`config.mk`:
```
export PLATFORM = sky130hd
export DESIGN_NAME = ov7670_pixel_capture
export DESIGN_NICKNAME = d
export VERILOG_FILES = /design/src/rtl/ov7670_pkg.sv /design/src/rtl/ov7670_pixel_capture_sync_fifo.sv /design/src/rtl/ov7670_pixel_capture.sv
export SDC_FILE = /design/constraint.sdc
export NUM_CORES = 1
export LEC_CHECK = 0
export BUFFER_PORTS_ARGS = -buffer_cell sky130_fd_sc_hd__buf_2
export CAP_MARGIN = 10
export CORE_ASPECT_RATIO = 1.75
export CORE_UTILIZATION = 35
export CTS_CLUSTER_SIZE = 20
export DETAILED_ROUTE_END_ITERATION = 10
export MAX_ROUTING_LAYER = met4
export PLACE_DENSITY_LB_ADDON = 0.15
export SLEW_MARGIN = 25
export SYNTH_ARGS = -nofsm -noshare
export SYNTH_HDL_FRONTEND = slang
export SYNTH_SLANG_ARGS = --single-unit
```
`constraint.sdc`:
```
create_clock -name clk -period 5.7 [get_ports clk]
set_input_delay 1.425 -clock clk [delete_from_list [all_inputs] [get_ports clk]]
set_output_delay 1.425 -clock clk [all_outputs]
set_load 0.05 [all_outputs]
```
`src/rtl/ov7670_pkg.sv`:
```
// Shared types for the OV7670 capture block: capture modes, FSM states and the FIFO pixel record.
// Latency: none (types and pure functions only).
// Backpressure: n/a.
package ov7670_pkg;

  typedef enum logic [1:0] {
    MODE_RGB444 = 2'd0,
    MODE_RGB565 = 2'd1,
    MODE_RAW8   = 2'd2
  } capture_mode_e;

  typedef enum logic [1:0] {
    S_WAIT  = 2'd0,
    S_FRAME = 2'd1,
    S_LINE  = 2'd2
  } cap_state_e;

  typedef struct packed {
    logic [15:0] data;
    logic        sof;
    logic        sol;
  } pixel_t;

  localparam int PIXEL_W = $bits(pixel_t);

  // Encodings 2 and 3 both mean RAW8.
  function automatic capture_mode_e decode_mode(input logic [1:0] m);
    case (m)
      2'd0:    return MODE_RGB444;
      2'd1:    return MODE_RGB565;
      default: return MODE_RAW8;
    endcase
  endfunction

  // Combine the two bytes of a 2-byte pixel. RGB444 keeps only the low nibble of the
  // first byte (R) and the whole second byte ({G,B}).
  function automatic logic [15:0] pack_pair(input capture_mode_e m,
                                            input logic [7:0]    b0,
                                            input logic [7:0]    b1);
    if (m == MODE_RGB444) return {4'h0, b0[3:0], b1};
    else                  return {b0, b1};
  endfunction

endpackage

```
`src/rtl/ov7670_pixel_capture_sync_fifo.sv`:
```
// First-word-fall-through synchronous FIFO used as the pixel output buffer.
// Latency: a write is visible on rd_dat_o / !empty_o one clk after the write cycle.
// Backpressure: writes when full are ignored unless a read happens in the same cycle.
// Ports: wr_en_i/wr_dat_i write side; rd_en_i pops head; rd_dat_o head; full_o/empty_o/count_o status.
module sync_fifo #(
  parameter int WIDTH = 18,
  parameter int DEPTH = 16
) (
  input  logic                     clk,
  input  logic                     reset_,
  input  logic                     wr_en_i,
  input  logic [WIDTH-1:0]         wr_dat_i,
  input  logic                     rd_en_i,
  output logic [WIDTH-1:0]         rd_dat_o,
  output logic                     full_o,
  output logic                     empty_o,
  output logic [$clog2(DEPTH):0]   count_o
);

  localparam int AW = $clog2(DEPTH);
  localparam logic [AW-1:0] PTR_ONE  = AW'(1);
  localparam logic [AW:0]   CNT_ONE  = (AW+1)'(1);
  localparam logic [AW:0]   FULL_CNT = (AW+1)'(DEPTH);

  logic [WIDTH-1:0] mem_q [DEPTH];
  logic [AW-1:0]    wr_ptr_q, rd_ptr_q;
  logic [AW:0]      count_q;
  logic             do_rd, do_wr;

  assign empty_o  = (count_q == '0);
  assign full_o   = (count_q == FULL_CNT);
  assign count_o  = count_q;
  assign rd_dat_o = mem_q[rd_ptr_q];

  // A pop in the same cycle frees the slot, so a push on full still lands.
  assign do_rd = rd_en_i && !empty_o;
  assign do_wr = wr_en_i && (!full_o || do_rd);

  always_ff @(posedge clk) begin
    if (!reset_) begin
      wr_ptr_q <= '0;
      rd_ptr_q <= '0;
      count_q  <= '0;
    end else begin
      if (do_wr) wr_ptr_q <= wr_ptr_q + PTR_ONE;
      if (do_rd) rd_ptr_q <= rd_ptr_q + PTR_ONE;
      case ({do_wr, do_rd})
        2'b10:   count_q <= count_q + CNT_ONE;
        2'b01:   count_q <= count_q - CNT_ONE;
        default: count_q <= count_q;
      endcase
    end
  end

  // Storage needs no reset: contents are only observed behind a non-zero count.
  always_ff @(posedge clk) begin
    if (do_wr) mem_q[wr_ptr_q] <= wr_dat_i;
  end

endmodule

```
`src/rtl/ov7670_pixel_capture.sv`:
```
// OV7670 pixel capture: oversample camera pins, pack bytes into RGB444/RGB565/RAW8 pixels, tag sof/sol, buffer in FIFO.
// Latency: SYNC_STAGES+1 clk from PCLK rise to push; pix_valid one clk after the push.
// Backpressure: pix_valid/pix_ready; when the FIFO is full new pixels are dropped and overflow is set.
// Ports: clk/reset_ (sync, active-low); enable, mode, clr_overflow controls; cam_* async camera pins;
//        pix_* stream out; frame_count/line_width/line_count stats; overflow/line_err sticky flags; busy.
module ov7670_pixel_capture
  import ov7670_pkg::*;
#(
  parameter int SYNC_STAGES = 2,
  parameter int FIFO_DEPTH  = 16,
  parameter int CNT_W       = 11
) (
  input  logic             clk,
  input  logic             reset_,
  input  logic             enable,
  input  logic [1:0]       mode,
  input  logic             clr_overflow,
  input  logic             cam_pclk,
  input  logic             cam_href,
  input  logic             cam_vsync,
  input  logic [7:0]       cam_d,
  output logic [15:0]      pix_data,
  output logic             pix_sof,
  output logic             pix_sol,
  output logic             pix_valid,
  input  logic             pix_ready,
  output logic [15:0]      frame_count,
  output logic [CNT_W-1:0] line_width,
  output logic [CNT_W-1:0] line_count,
  output logic             overflow,
  output logic             line_err,
  output logic             busy
);

  // ---------------- input synchronisers ----------------
  logic [SYNC_STAGES-1:0]      pclk_sync_q, href_sync_q, vsync_sync_q;
  logic [SYNC_STAGES-1:0][7:0] d_sync_q;
  logic                        pclk_prev_q, vsync_prev_q;
  logic                        pclk_s, href_s, vsync_s;
  logic [7:0]                  d_s;
  logic                        strobe, vsync_rise, vsync_fall;

  always_ff @(posedge clk) begin
    if (!reset_) begin
      pclk_sync_q  <= '0;
      href_sync_q  <= '0;
      vsync_sync_q <= '0;
      d_sync_q     <= '0;
      pclk_prev_q  <= 1'b0;
      vsync_prev_q <= 1'b0;
    end else begin
      pclk_sync_q  <= {pclk_sync_q[SYNC_STAGES-2:0], cam_pclk};
      href_sync_q  <= {href_sync_q[SYNC_STAGES-2:0], cam_href};
      vsync_sync_q <= {vsync_sync_q[SYNC_STAGES-2:0], cam_vsync};
      d_sync_q     <= {d_sync_q[SYNC_STAGES-2:0], cam_d};
      pclk_prev_q  <= pclk_s;
      // VSYNC history advances only on PCLK strobes so its edges line up with strobes.
      if (strobe) vsync_prev_q <= vsync_s;
    end
  end

  assign pclk_s     = pclk_sync_q[SYNC_STAGES-1];
  assign href_s     = href_sync_q[SYNC_STAGES-1];
  assign vsync_s    = vsync_sync_q[SYNC_STAGES-1];
  assign d_s        = d_sync_q[SYNC_STAGES-1];
  assign strobe     = pclk_s && !pclk_prev_q;
  assign vsync_rise = strobe && vsync_s && !vsync_prev_q;
  assign vsync_fall = strobe && !vsync_s && vsync_prev_q;

  // ---------------- state ----------------
  cap_state_e    state_q, state_d;
  capture_mode_e mode_q, mode_d;
  logic          phase_q, phase_d;
  logic [7:0]    byte0_q, byte0_d;
  logic [CNT_W-1:0] x_q, x_d, y_q, y_d;
  logic          first_px_q, first_px_d;
  logic [15:0]   frame_count_q, frame_count_d;
  logic [CNT_W-1:0] line_width_q, line_width_d, line_count_q, line_count_d;
  logic          overflow_q, overflow_d, line_err_q, line_err_d;

  // FIFO interface
  pixel_t                    push_pix, head_pix;
  logic                      push, pop;
  logic                      fifo_full, fifo_empty;
  logic [$clog2(FIFO_DEPTH):0] fifo_count;

  // byte capture helpers set by the FSM
  logic             cap_en;
  logic [CNT_W-1:0] x_base;
  logic             phase_base;

  function automatic logic [CNT_W-1:0] sat_inc(input logic [CNT_W-1:0] v);
    return (&v) ? v : v + {{(CNT_W-1){1'b0}}, 1'b1};
  endfunction

  always_comb begin
    state_d       = state_q;
    mode_d        = mode_q;
    phase_d       = phase_q;
    byte0_d       = byte0_q;
    x_d           = x_q;
    y_d           = y_q;
    first_px_d    = first_px_q;
    frame_count_d = frame_count_q;
    line_width_d  = line_width_q;
    line_count_d  = line_count_q;
    overflow_d    = overflow_q;
    line_err_d    = line_err_q;
    push          = 1'b0;
    push_pix      = '0;
    cap_en        = 1'b0;
    x_base        = x_q;
    phase_base    = phase_q;

    if (clr_overflow) begin
      overflow_d = 1'b0;
      line_err_d = 1'b0;
    end

    if (!enable) begin
      // Abandon whatever was in progress; stats stay as they were.
      state_d = S_WAIT;
      phase_d = 1'b0;
    end else if (strobe) begin
      if (vsync_rise) begin
        state_d = S_WAIT;
        if (state_q != S_WAIT && y_q != '0) begin
          frame_count_d = frame_count_q + 16'd1;
          line_count_d  = y_q;
        end
      end else begin
        case (state_q)
          S_WAIT: begin
            if (vsync_fall) begin
              state_d    = S_FRAME;
              mode_d     = decode_mode(mode);
              y_d        = '0;
              first_px_d = 1'b1;
              phase_d    = 1'b0;
            end
          end
          S_FRAME: begin
            if (href_s) begin
              state_d    = S_LINE;
              cap_en     = 1'b1;
              x_base     = '0;
              phase_base = 1'b0;
            end
          end
          S_LINE: begin
            if (href_s) begin
              cap_en = 1'b1;
            end else begin
              state_d      = S_FRAME;
              line_width_d = x_q;
              y_d          = sat_inc(y_q);
              // A half-assembled pixel at line end is discarded.
              if (phase_q) line_err_d = 1'b1;
              phase_d      = 1'b0;
            end
          end
          default: state_d = S_WAIT;
        endcase
      end
    end

    if (cap_en) begin
      if (mode_q == MODE_RAW8 || phase_base) begin
        push          = 1'b1;
        push_pix.data = (mode_q == MODE_RAW8) ? {8'h00, d_s} : pack_pair(mode_q, byte0_q, d_s);
        push_pix.sof  = first_px_q;
        push_pix.sol  = (x_base == '0);
        x_d           = sat_inc(x_base);
        first_px_d    = 1'b0;
        phase_d       = 1'b0;
      end else begin
        byte0_d = d_s;
        phase_d = 1'b1;
        x_d     = x_base;
      end
    end

    // A dropped pixel still counted in x; set beats a coincident clear.
    if (push && fifo_full && !pop) overflow_d = 1'b1;
  end

  always_ff @(posedge clk) begin
    if (!reset_) begin
      state_q       <= S_WAIT;
      mode_q        <= MODE_RGB444;
      phase_q       <= 1'b0;
      byte0_q       <= '0;
      x_q           <= '0;
      y_q           <= '0;
      first_px_q    <= 1'b0;
      frame_count_q <= '0;
      line_width_q  <= '0;
      line_count_q  <= '0;
      overflow_q    <= 1'b0;
      line_err_q    <= 1'b0;
    end else begin
      state_q       <= state_d;
      mode_q        <= mode_d;
      phase_q       <= phase_d;
      byte0_q       <= byte0_d;
      x_q           <= x_d;
      y_q           <= y_d;
      first_px_q    <= first_px_d;
      frame_count_q <= frame_count_d;
      line_width_q  <= line_width_d;
      line_count_q  <= line_count_d;
      overflow_q    <= overflow_d;
      line_err_q    <= line_err_d;
    end
  end

  // ---------------- output FIFO ----------------
  sync_fifo #(
    .WIDTH (PIXEL_W),
    .DEPTH (FIFO_DEPTH)
  ) u_fifo (
    .clk      (clk),
    .reset_   (reset_),
    .wr_en_i  (push),
    .wr_dat_i (push_pix),
    .rd_en_i  (pop),
    .rd_dat_o (head_pix),
    .full_o   (fifo_full),
    .empty_o  (fifo_empty),
    .count_o  (fifo_count)
  );

  assign pop       = pix_ready && !fifo_empty;
  assign pix_valid = (fifo_count != '0);
  // Head is masked while empty so the stream outputs read zero after reset.
  assign pix_data  = pix_valid ? head_pix.data : 16'h0000;
  assign pix_sof   = pix_valid && head_pix.sof;
  assign pix_sol   = pix_valid && head_pix.sol;

  assign frame_count = frame_count_q;
  assign line_width  = line_width_q;
  assign line_count  = line_count_q;
  assign overflow    = overflow_q;
  assign line_err    = line_err_q;
  assign busy        = (state_q != S_WAIT);

endmodule

```
==> impl_metrics.env, run 1 <==
export IMPL_status="complete, but fails checks"
export IMPL_violations="DRC"
export IMPL_final_cell_mix="288 x edfxtp_1, 114 x dfxtp_1, 77 x buf_2"
export IMPL_cp_required_ps=4280
export IMPL_setup_viol=0
export IMPL_cts_root_buf="clkbuf_16"
export IMPL_rsz0062_at_grt="no"
export IMPL_start_util_pct=35.4
export IMPL_maxSlewViolCount=0
export IMPL_ys_seq_elements=405
export IMPL_fp_dieArea_sq_um=48300
export IMPL_fin_ws_ps=1070
export IMPL_worstMarginPinSlew_ps=971
export IMPL_overflow=0
export IMPL_fin_nets=1214
export IMPL_num_io_pins=78
export IMPL_synth_nets=1144
export IMPL_yosysTopAreaCell="edfxtp_1"
export IMPL_cpPeakStageDelay_ps=740
export IMPL_vias=9712
export IMPL_fin_crit_sh_pct=81.3
export IMPL_dr_pass1_iters=8
export IMPL_wirelength_um=42300
export IMPL_via_per_inst=5.39
export IMPL_slew_headroom_pct=35.2
export IMPL_seqPwrFrac_pct=48.2
export IMPL_p_leak_nw=6.25
export IMPL_power_switching_mw=1.75
export IMPL_cts_sinks=405
export IMPL_crit_type="reg2out"
export IMPL_worstHoldStart="d_sync_q[3]"
export IMPL_stdcell_area_sq_um=19000
export IMPL_first_global_vias=10100
export IMPL_final_setup_tns_ps=0
export IMPL_dieHeight_um=290
export IMPL_dp_slack_ps=1610
export IMPL_cts_max_level=2
export IMPL_grt_pass1_wl_um=64100
export IMPL_syn_mean_instance_area_sq_um=14.9
export IMPL_cts_resized=0
export IMPL_async_reset_ff_share_pct=0
export IMPL_coreArea_sq_um=46900
export IMPL_synth_area_sq_um=16600
export IMPL_drive_above_1_share_pct=21.4
export IMPL_drc=4
export IMPL_synth_edf_count=288
export IMPL_synthDistinctLibCells=66
export IMPL_grt_antenna_before_repair=0
export IMPL_antenna_cells=0
export IMPL_synthCells=1111
export IMPL_synth_ff_type="edfxtp_1"
export IMPL_postCtsSetupBuffers=0
export IMPL_dp_hpwl_um=28100
export IMPL_wl_per_cell_um=23.5
export IMPL_port_buffers=77
export IMPL_fill_cells=4350
export IMPL_synth_top_cells_by_area="edfxtp_1 52%, dfxtp_1 14%, mux4_2 9.8%"
export IMPL_cp_end_kind="output pin"
export IMPL_ir_worst_vdd_mv=0.167
export IMPL_power_density_nw_per_um2=350
export IMPL_clkTransAtPathRegs_ps=60
export IMPL_grt_max_degree=74
export IMPL_clk_path_buf_depth=3
export IMPL_clock_skew_ps=23.0
export IMPL_ant_nets=0
export IMPL_drt_initial_drc_count=545
export IMPL_worst_path_most_repeated_cell="nand2b_1"
export IMPL_cell_internal_pwr_mw=4.89
export IMPL_max_freq_mhz=216
export IMPL_crit_start="u_fifo.count_o[1]"
export IMPL_arrival_ps=3210
export IMPL_layout_commonest_cell="edfxtp_1"
export IMPL_clk_latency_ps=550
export IMPL_synth_top_area_share_pct=52.1
export IMPL_std_cell_rows=105
export IMPL_min_period_ps=4630
export IMPL_place_area_sq_um=17700
export IMPL_chipWidth_um=167
export IMPL_post_route_util_pct=40.4
export IMPL_cts_hold_buf=0
export IMPL_comb_power_share_pct=12.6
export IMPL_hold_viol_final=0
export IMPL_ys_seq_area_share_pct=66.2
export IMPL_cts_buffers=40
export IMPL_power_frac_clock_pct=39.2
export IMPL_grtUsageTotal_pct=18.3
export IMPL_cts_tree="yes"
export IMPL_whs_ps=428
export IMPL_ys_warn_count=0
export IMPL_cp_cell_sequence="nor4_1, nand2b_1, nand2b_1, o22ai_1, buf_2"
export IMPL_slowest_stage="nand2b_1"
export IMPL_r2r_start="state_q[1]"
export IMPL_start_kind="flop"
export IMPL_cap_violations=0
export IMPL_hp_class="reg2reg"
export IMPL_cp_max_fo=18
export IMPL_netSwitchingFraction_pct=26.3
export IMPL_place_gp_congestion=0.806
export IMPL_syn_to_final_growth_pct=14.2
## metrics by stage
| stage | total power [mW] | std cells |
|---|---|---|
| 6_report | 6.63 | 1801 |
| 5_1_grt | 6.88 | 1801 |
| 4_1_cts | 6.73 | 1801 |
| 3_5_place_dp | 4.12 | 1727 |
| 3_3_place_gp | 4.12 | 1727 |
| 2_1_floorplan | 3.90 | 1111 |
## logic make-up after synthesis
family	share of synthesized area [%]
flip-flops	66.2
buffers and inverters	2.23
multiplexers	14.2
adder cells (fa/ha/maj)	1.13
XOR/XNOR	0.158
AO/OA/AOI/OAI	6.35
AND/OR/NAND/NOR	9.69
## power groups by stage
stage / Combinational (mW) / Clock, mW / Sequential [mW]
global route: 0.891 / 2.78 / 3.21
finish: 0.837 / 2.60 / 3.20
CTS: 0.858 / 2.67 / 3.20
detailed placement: 0.856 / 0 / 3.27
floorplan: 0.686 / 0 / 3.21
global placement: 0.851 / 0 / 3.27
## sequential cells by signal (all words and copies together) (netlist names), 2 cells and up, named ones only
signal and cells:
href_sync_q 2, frame_count 16, byte0_q 8, state_q 2
d_sync_q 8, u_fifo.mem_q 288, y_q 11, pclk_sync_q 2
line_count 11, u_fifo.wr_ptr_q 4, vsync_sync_q 2, u_fifo.rd_ptr_q 4
mode_q 2, d_s 8, u_fifo.count_o 5, line_width 11
x_q 11
## synthesized netlist by cell type, drive strengths merged (15+ instances only)
cell type and number:
nand3 44, a21oi 37, dfxtp 117, and2 40, buf 26, mux2i 71, clkbuf 48, edfxtp 288
mux4 72, nand2 50, nor2 45, ha 15, nor4 15, inv 15, nand2b 22, o22ai 20
o21ai 31
## worst paths after layout
check,slack [ps],cells after the start,to
hold / removal,430,1,d_s[3]
setup / recovery,1070,5,pix_data[11]
setup reg to reg,2630,10,x_q[7]
hold reg to reg,430,1,d_s[3]
## critical path: cells and delay by family (launching register included)
| family | cells | cell delay (ps) |
|---|---|---|
| simple gates | 3 | 1570 |
| flops | 1 | 390 |
| compound gates | 1 | 370 |
| buf+inv | 1 | 320 |
## per-layer routing
metal	up-vias	GRT usage (%)	part of all wire, %
li1	4489	-	-
met3	57	2.20	3.1
met5	-	-	0
met1	4962	18.7	36
met2	204	36.3	59
met4	0	4.61	1.9
## final cells by class
type                    count  area (sq um)  area share, %
flip-flops and latches    405         11000           58.0
inverters                  15          56.3          0.297
repair buffers            102           586           3.09
clock buffers              62          1140           5.99
multi-input cells         617          5310           28.0
well taps                 588           736           3.88
clock inverters            12           139          0.732
(Power assumes the default switching activity.)
==> run 2: changes to the inputs <==
ABC_AREA = 1   (was unset)
clock period = 4 ns   (was 5.7 ns; I/O delays follow)
==> run 2 against run 1 <==
The run now ends clean. Wire length grew 4.4%. Total power rose by 67%. Worst setup slack worse by 840 ps. Global-route usage rose by 1.2 points. Critical endpoint is now pix_data[5]. Highest routed layer unchanged.
==> impl_metrics.env, run 2 <==
export IMPL_yosysTopAreaCell="edfxtp_1"
export IMPL_ys_warn_count=0
export IMPL_r2r_setup_slack_ps=1350
export IMPL_drt_initial_drc_count=758
export IMPL_via_per_inst=5.16
export IMPL_port_buffers=77
export IMPL_grtUsageTotal_pct=19.6
export IMPL_cts_root_buf="clkbuf_16"
export IMPL_final_cell_mix="288 x edfxtp_1, 218 x nor2_1, 207 x o21ai_0"
export IMPL_cp_required_ps=3000
export IMPL_r2r_cells=17
export IMPL_hp_class="reg2reg"
export IMPL_synth_edf_count=288
export IMPL_min_period_ps=3770
export IMPL_worstMarginPinSlew_ps=794
export IMPL_std_cell_rows=104
export IMPL_arrival_ps=2770
export IMPL_clkTransAtPathRegs_ps=60
export IMPL_syn_mean_instance_area_sq_um=10.9
export IMPL_worstHoldStart="d_sync_q[0]"
export IMPL_ir_worst_vdd_mv=0.616
export IMPL_vias=11400
export IMPL_synthDistinctLibCells=43
export IMPL_synth_ff_type="edfxtp_1"
export IMPL_drc=0
export IMPL_power_density_nw_per_um2=580
export IMPL_grt_pass1_wl_um=67800
export IMPL_ys_seq_area_share_pct=67.4
export IMPL_setup_viol=0
export IMPL_place_gp_congestion=0.873
export IMPL_wl_per_cell_um=19.9
export IMPL_chipWidth_um=165
export IMPL_start_util_pct=35.5
export IMPL_post_route_util_pct=41.6
export IMPL_cts_resized=0
export IMPL_cp_end_kind="output pin"
export IMPL_max_freq_mhz=265
export IMPL_ys_seq_elements=405
export IMPL_synth_top_cells_by_area="edfxtp_1 53%, dfxtp_1 14%, o21ai_0 6.4%"
export IMPL_synth_area_sq_um=16300
export IMPL_coreArea_sq_um=45900
export IMPL_first_global_vias=11800
export IMPL_cts_sinks=405
export IMPL_hold_end="d_s[0]"
export IMPL_async_reset_ff_share_pct=0
export IMPL_clk_latency_ps=550
export IMPL_cts_tree="yes"
export IMPL_grt_antenna_before_repair=0
export IMPL_status="finished, final reports clean"
export IMPL_syn_to_final_growth_pct=17.2
export IMPL_wirelength_um=44100
export IMPL_layout_commonest_cell="edfxtp_1"
export IMPL_regToRegEndpoint="x_q[1]"
export IMPL_cp_max_fo=90
export IMPL_clock_skew_ps=23.2
export IMPL_hold_viol_final=0
export IMPL_maxSlewViolCount=0
export IMPL_ant_nets=0
export IMPL_dr_pass1_iters=5
export IMPL_final_setup_tns_ps=0
export IMPL_clk_path_buf_depth=3
export IMPL_slew_headroom_pct=47.1
export IMPL_dp_hpwl_um=28400
export IMPL_dieHeight_um=288
export IMPL_cts_buffers=39
export IMPL_synthCells=1499
export IMPL_overflow=0
export IMPL_synth_top_area_share_pct=53.0
export IMPL_post_synth_top_count_cell="edfxtp_1"
export IMPL_synth_nets=1532
export IMPL_regMostFlops="u_fifo.mem_q"
export IMPL_crit_type="reg2out"
export IMPL_drive_above_1_share_pct=15.4
export IMPL_start_kind="flop"
export IMPL_largest_register_ffs=288
export IMPL_synth_top_cells_by_count="288 x edfxtp_1, 234 x nor2_1, 207 x o21ai_0"
export IMPL_register_area_sq_um=11000
export IMPL_num_io_pins=78
export IMPL_cts_hold_buf=0
export IMPL_rsz0062_at_grt="no"
export IMPL_grt_max_degree=91
export IMPL_fin_nets=1635
export IMPL_r2r_start="pclk_sync_q[1]"
export IMPL_p_leak_nw=6.33
export IMPL_cap_violations=0
export IMPL_fp_dieArea_sq_um=47500
export IMPL_multi_input_area_sq_um=4560
export IMPL_hold_depth=2
export IMPL_fin_crit_sh_pct=94.2
export IMPL_postCtsSetupBuffers=0
export IMPL_cts_max_level=2
export IMPL_antenna_cells=0
export IMPL_fill_cells=4403
## run 2: cell types whose count changed in the layout (fill, tap and decap cells not counted), sizes merged, moves of 22 or more
cell    previous run  this run
a21oi             37        96
and2              40         0
buf              102       138
inv               17       131
mux2i             71         0
mux4              72         0
nand2             50       127
nand2b            22         0
nor2              45       240
o21ai             31       213
o221ai             2        56
## run 2: worst max path at each step
stage,endpoint,slack (ps),cells past startpoint
after floorplan,pix_data[10],720,7
after global placement,pix_data[9],760,8
after detailed placement,pix_sof,770,8
after CTS,pix_sof,170,8
after global routing,pix_data[5],90,8
final,pix_data[5],230,6
## run 2: logic make-up (layout without fill, tap and decap cells)
group / after synthesis / count (layout) / share of synthesized area [%]
AND/OR/NAND/NOR: 466 / 466 / 12.3
adder cells (fa/ha/maj): 15 / 15 / 1.15
buffers and inverters: 211 / 345 / 4.96
flip-flops: 405 / 405 / 67.4
XOR/XNOR: 4 / 4 / 0.215
AO/OA/AOI/OAI: 398 / 398 / 14.0
## run 2: per-stage QoR
stage                     cells  instance area (sq um)  hold slack [ps]  power, mW  setup slack (ps)
final                      2216                  19100              412       11.1               231
after global routing       2216                  19100              451       11.6              90.7
after CTS                  2216                  19100              421       11.2               167
after detailed placement   2144                  17800              406       7.42               770
after global placement     2144                  17800              403       7.39               759
after floorplan            1499                  16300              390       6.39               725
## run 2: worst max-delay path, cell delays in order, from the launching register on
cell and delay (ps):
dfxtp_4 560, buf_12 350, o21ai_0 160, o221ai_1 240
nand3_1 180, a21oi_1 310, buf_2 330
## run 2: area by class of cell
cell class                 instances  area share, %
sequential                       405           57.5
multi-input combinational        883           23.8
clock buffer                      46           5.40
timing repair buffer             138           5.33
tap                              583           3.81
inverter                         135           2.66
clock inverter                    26           1.45
## run 2: layer usage
layer / global-route usage [%] / vias up / wire length, um
met5: - / - / 0
met4: 6.03 / 0 / 1050
met3: 2.16 / 68 / 1870
met2: 35.2 / 304 / 23600
met1: 22.4 / 5553 / 17600
li1: - / 5500 / -
## run 2: report_power, final
group / switching, mW / internal (mW)
clock network: 1.62 / 2.19
logic: 1.99 / 0.726
registers: 0.0909 / 4.48
total: 3.70 / 7.39
==> run 3: changes to the inputs <==
BUFFER_PORTS_ARGS = unset   (was -buffer_cell sky130_fd_sc_hd__buf_2)
DONT_BUFFER_PORTS = 1   (was unset)
GPL_TIMING_DRIVEN = 0   (was unset)
==> run 3 against run 2 <==
Register-to-register slack lost 420 ps. Critical path depth is the same. Clock skew is 11 ps lower. Clock-buffer cell count grew 1. Combinational power up 7%. Clock power grew 2%. Worst hold slack worse by 1.7 ps. First-iteration DRC count is 3.6% higher. Highest routed layer unchanged. Global-route usage up 2.1 points. Design area decreased by 0.54%. Largest cell class unchanged. Wire length up 11%.
==> impl_metrics.env, run 3 (synthesized netlist as in run 2, its figures left out) <==
export IMPL_std_cell_rows=104
export IMPL_cp_cell_sequence="inv_2, clkbuf_1, nor2_1, o221ai_1, nand3_1, a21oi_4"
export IMPL_hp_class="reg2reg"
export IMPL_wirelength_um=48800
export IMPL_dr_pass1_iters=5
export IMPL_fin_crit_sh_pct=97.5
export IMPL_cp_num_buf_inv=2
export IMPL_ir_worst_vdd_mv=0.483
export IMPL_crit_type="reg2out"
export IMPL_cts_max_level=2
export IMPL_cp_end_kind="output pin"
export IMPL_syn_to_final_growth_pct=16.6
export IMPL_start_kind="flop"
export IMPL_antenna_cells=0
export IMPL_layout_commonest_cell="edfxtp_1"
export IMPL_dieHeight_um=288
export IMPL_cts_root_buf="clkbuf_16"
export IMPL_drc=0
export IMPL_drt_initial_drc_count=785
export IMPL_cts_sinks=405
export IMPL_grt_pass1_wl_um=72800
export IMPL_regMostFlops="u_fifo.mem_q"
export IMPL_setup_viol=0
export IMPL_power_density_nw_per_um2=597
export IMPL_first_global_vias=11600
export IMPL_fin_ws_ps=101
export IMPL_max_freq_mhz=256
export IMPL_clk_path_buf_depth=3
export IMPL_maxSlewViolCount=0
export IMPL_hold_viol_final=0
export IMPL_clock_skew_ps=11.9
export IMPL_cpPeakStageDelay_ps=670
export IMPL_worstMarginPinSlew_ps=1040
export IMPL_cp_required_ps=3000
export IMPL_num_io_pins=78
export IMPL_grt_max_degree=19
export IMPL_chipWidth_um=165
export IMPL_power_frac_clock_pct=34.4
export IMPL_overflow=0
export IMPL_rsz0062_at_grt="no"
export IMPL_p_leak_nw=5.94
export IMPL_final_cell_mix="288 x edfxtp_1, 207 x o21ai_0, 206 x nor2_1"
export IMPL_seqPwrFrac_pct=40.0
export IMPL_wl_per_cell_um=22.6
export IMPL_finalPower_mw=11.3
export IMPL_dp_hpwl_um=35100
export IMPL_via_per_inst=5.28
export IMPL_fp_dieArea_sq_um=47500
export IMPL_comb_power_share_pct=25.6
export IMPL_cts_tree="yes"
export IMPL_slew_headroom_pct=30.5
export IMPL_port_buffers=0
export IMPL_netSwitchingFraction_pct=35.5
export IMPL_power_switching_mw=4.03
export IMPL_clk_latency_ps=540
export IMPL_start_util_pct=35.5
export IMPL_drive_above_1_share_pct=12.3
export IMPL_status="finished, final reports clean"
export IMPL_vias=11400
export IMPL_cap_violations=0
export IMPL_cp_max_fo=10
export IMPL_grt_antenna_before_repair=0
export IMPL_slowest_stage="clkbuf_1"
export IMPL_grtUsageTotal_pct=21.7
export IMPL_cell_internal_pwr_mw=7.32
export IMPL_path_delay_family="buffers and inverters"
export IMPL_coreArea_sq_um=45900
export IMPL_dp_slack_ps=-471
export IMPL_largest_register_ffs=288
export IMPL_postCtsSetupBuffers=0
export IMPL_clkTransAtPathRegs_ps=70
export IMPL_ant_nets=0
export IMPL_cts_buffers=39
export IMPL_place_gp_congestion=0.877
export IMPL_min_period_ps=3900
export IMPL_fin_nets=1586
export IMPL_arrival_ps=2900
-- run 3: cell types whose count changed in the layout (fill, tap and decap cells not counted), moves of 16 or more --
cell      delta
clkbuf_2    +24
buf_4       -49
a21oi_4     +18
clkbuf_1    +40
a21oi_1     -18
nor2_4      +16
buf_2       -66
-- run 3: metrics by stage --
stage / hold WS, ps / TNS, ps / cell area [sq um] / utilization (%) / std cells
floorplan: 390 / 0 / 16300 / - / 1499
global placement: 411 / -101110 / 17000 / 37.1 / 2082
detailed placement: 405 / -4130 / 17500 / 38.1 / 2098
CTS: 416 / 0 / 19000 / 41.4 / 2166
global route: 437 / 0 / 19000 / 41.4 / 2165
finish: 411 / 0 / 19000 / 41.4 / 2165
-- run 3: repair_timing --
item / in CTS / in global routing
pin swaps: 1 / 0
endpoints found under the setup margin: 18 / 14
cloned: 0 / 0
resized for setup: 59 / 3
hold buffers: 0 / 0
-- run 3: final timing paths --
| kind | from | endpoint | slack (ps) | depth (start not counted) |
|---|---|---|---|---|
| worst min-delay path | d_sync_q[0] | d_s[0] | 410 | 2 |
| worst max-delay path | flop | pix_data[7] | 100 | 6 |
| worst min register to register | d_sync_q[0] | d_s[0] | 410 | 2 |
| worst max register to register | state_q[0] | u_fifo.mem_q[14][10] | 930 | 9 |
-- run 3: routing by layer --
layer / part of all wire, % / routed length [um] / global-route usage [%]
met1: 36 / 17800 / 22.1
met5: 0 / 0 / -
met2: 55 / 27100 / 40.8
met4: 3.2 / 1560 / 7.55
met3: 5.0 / 2420 / 3.50
-- run 3: cell type report --
class / instances / area [sq um]
Multi-Input combinational cell: 883 / 4900
Sequential cell: 405 / 11000
Clock buffer: 47 / 1040
Clock inverter: 23 / 289
Timing Repair Buffer: 16 / 236
Buffer: 73 / 322
Tap cell: 583 / 729
Inverter: 135 / 513
Fill cell: 4414 / 26900
-- run 3: power groups by stage --
stage	clock, mW	combinational [mW]	sequential, mW
floorplan	0	1.80	4.59
global placement	0	2.66	4.60
detailed placement	0	2.71	4.60
CTS	3.97	2.94	4.53
global route	4.12	3.08	4.54
finish	3.90	2.91	4.54
-- run 3: worst reg2reg max path, cell delays in order, from the launching register on --
cell,delay [ps]
dfxtp_1,360
inv_1,90
ha_1,290
nand2_1,100
nor3_4,470
nand2_2,140
buf_6,200
nor2_8,140
nand2_1,250
nor2_4,640
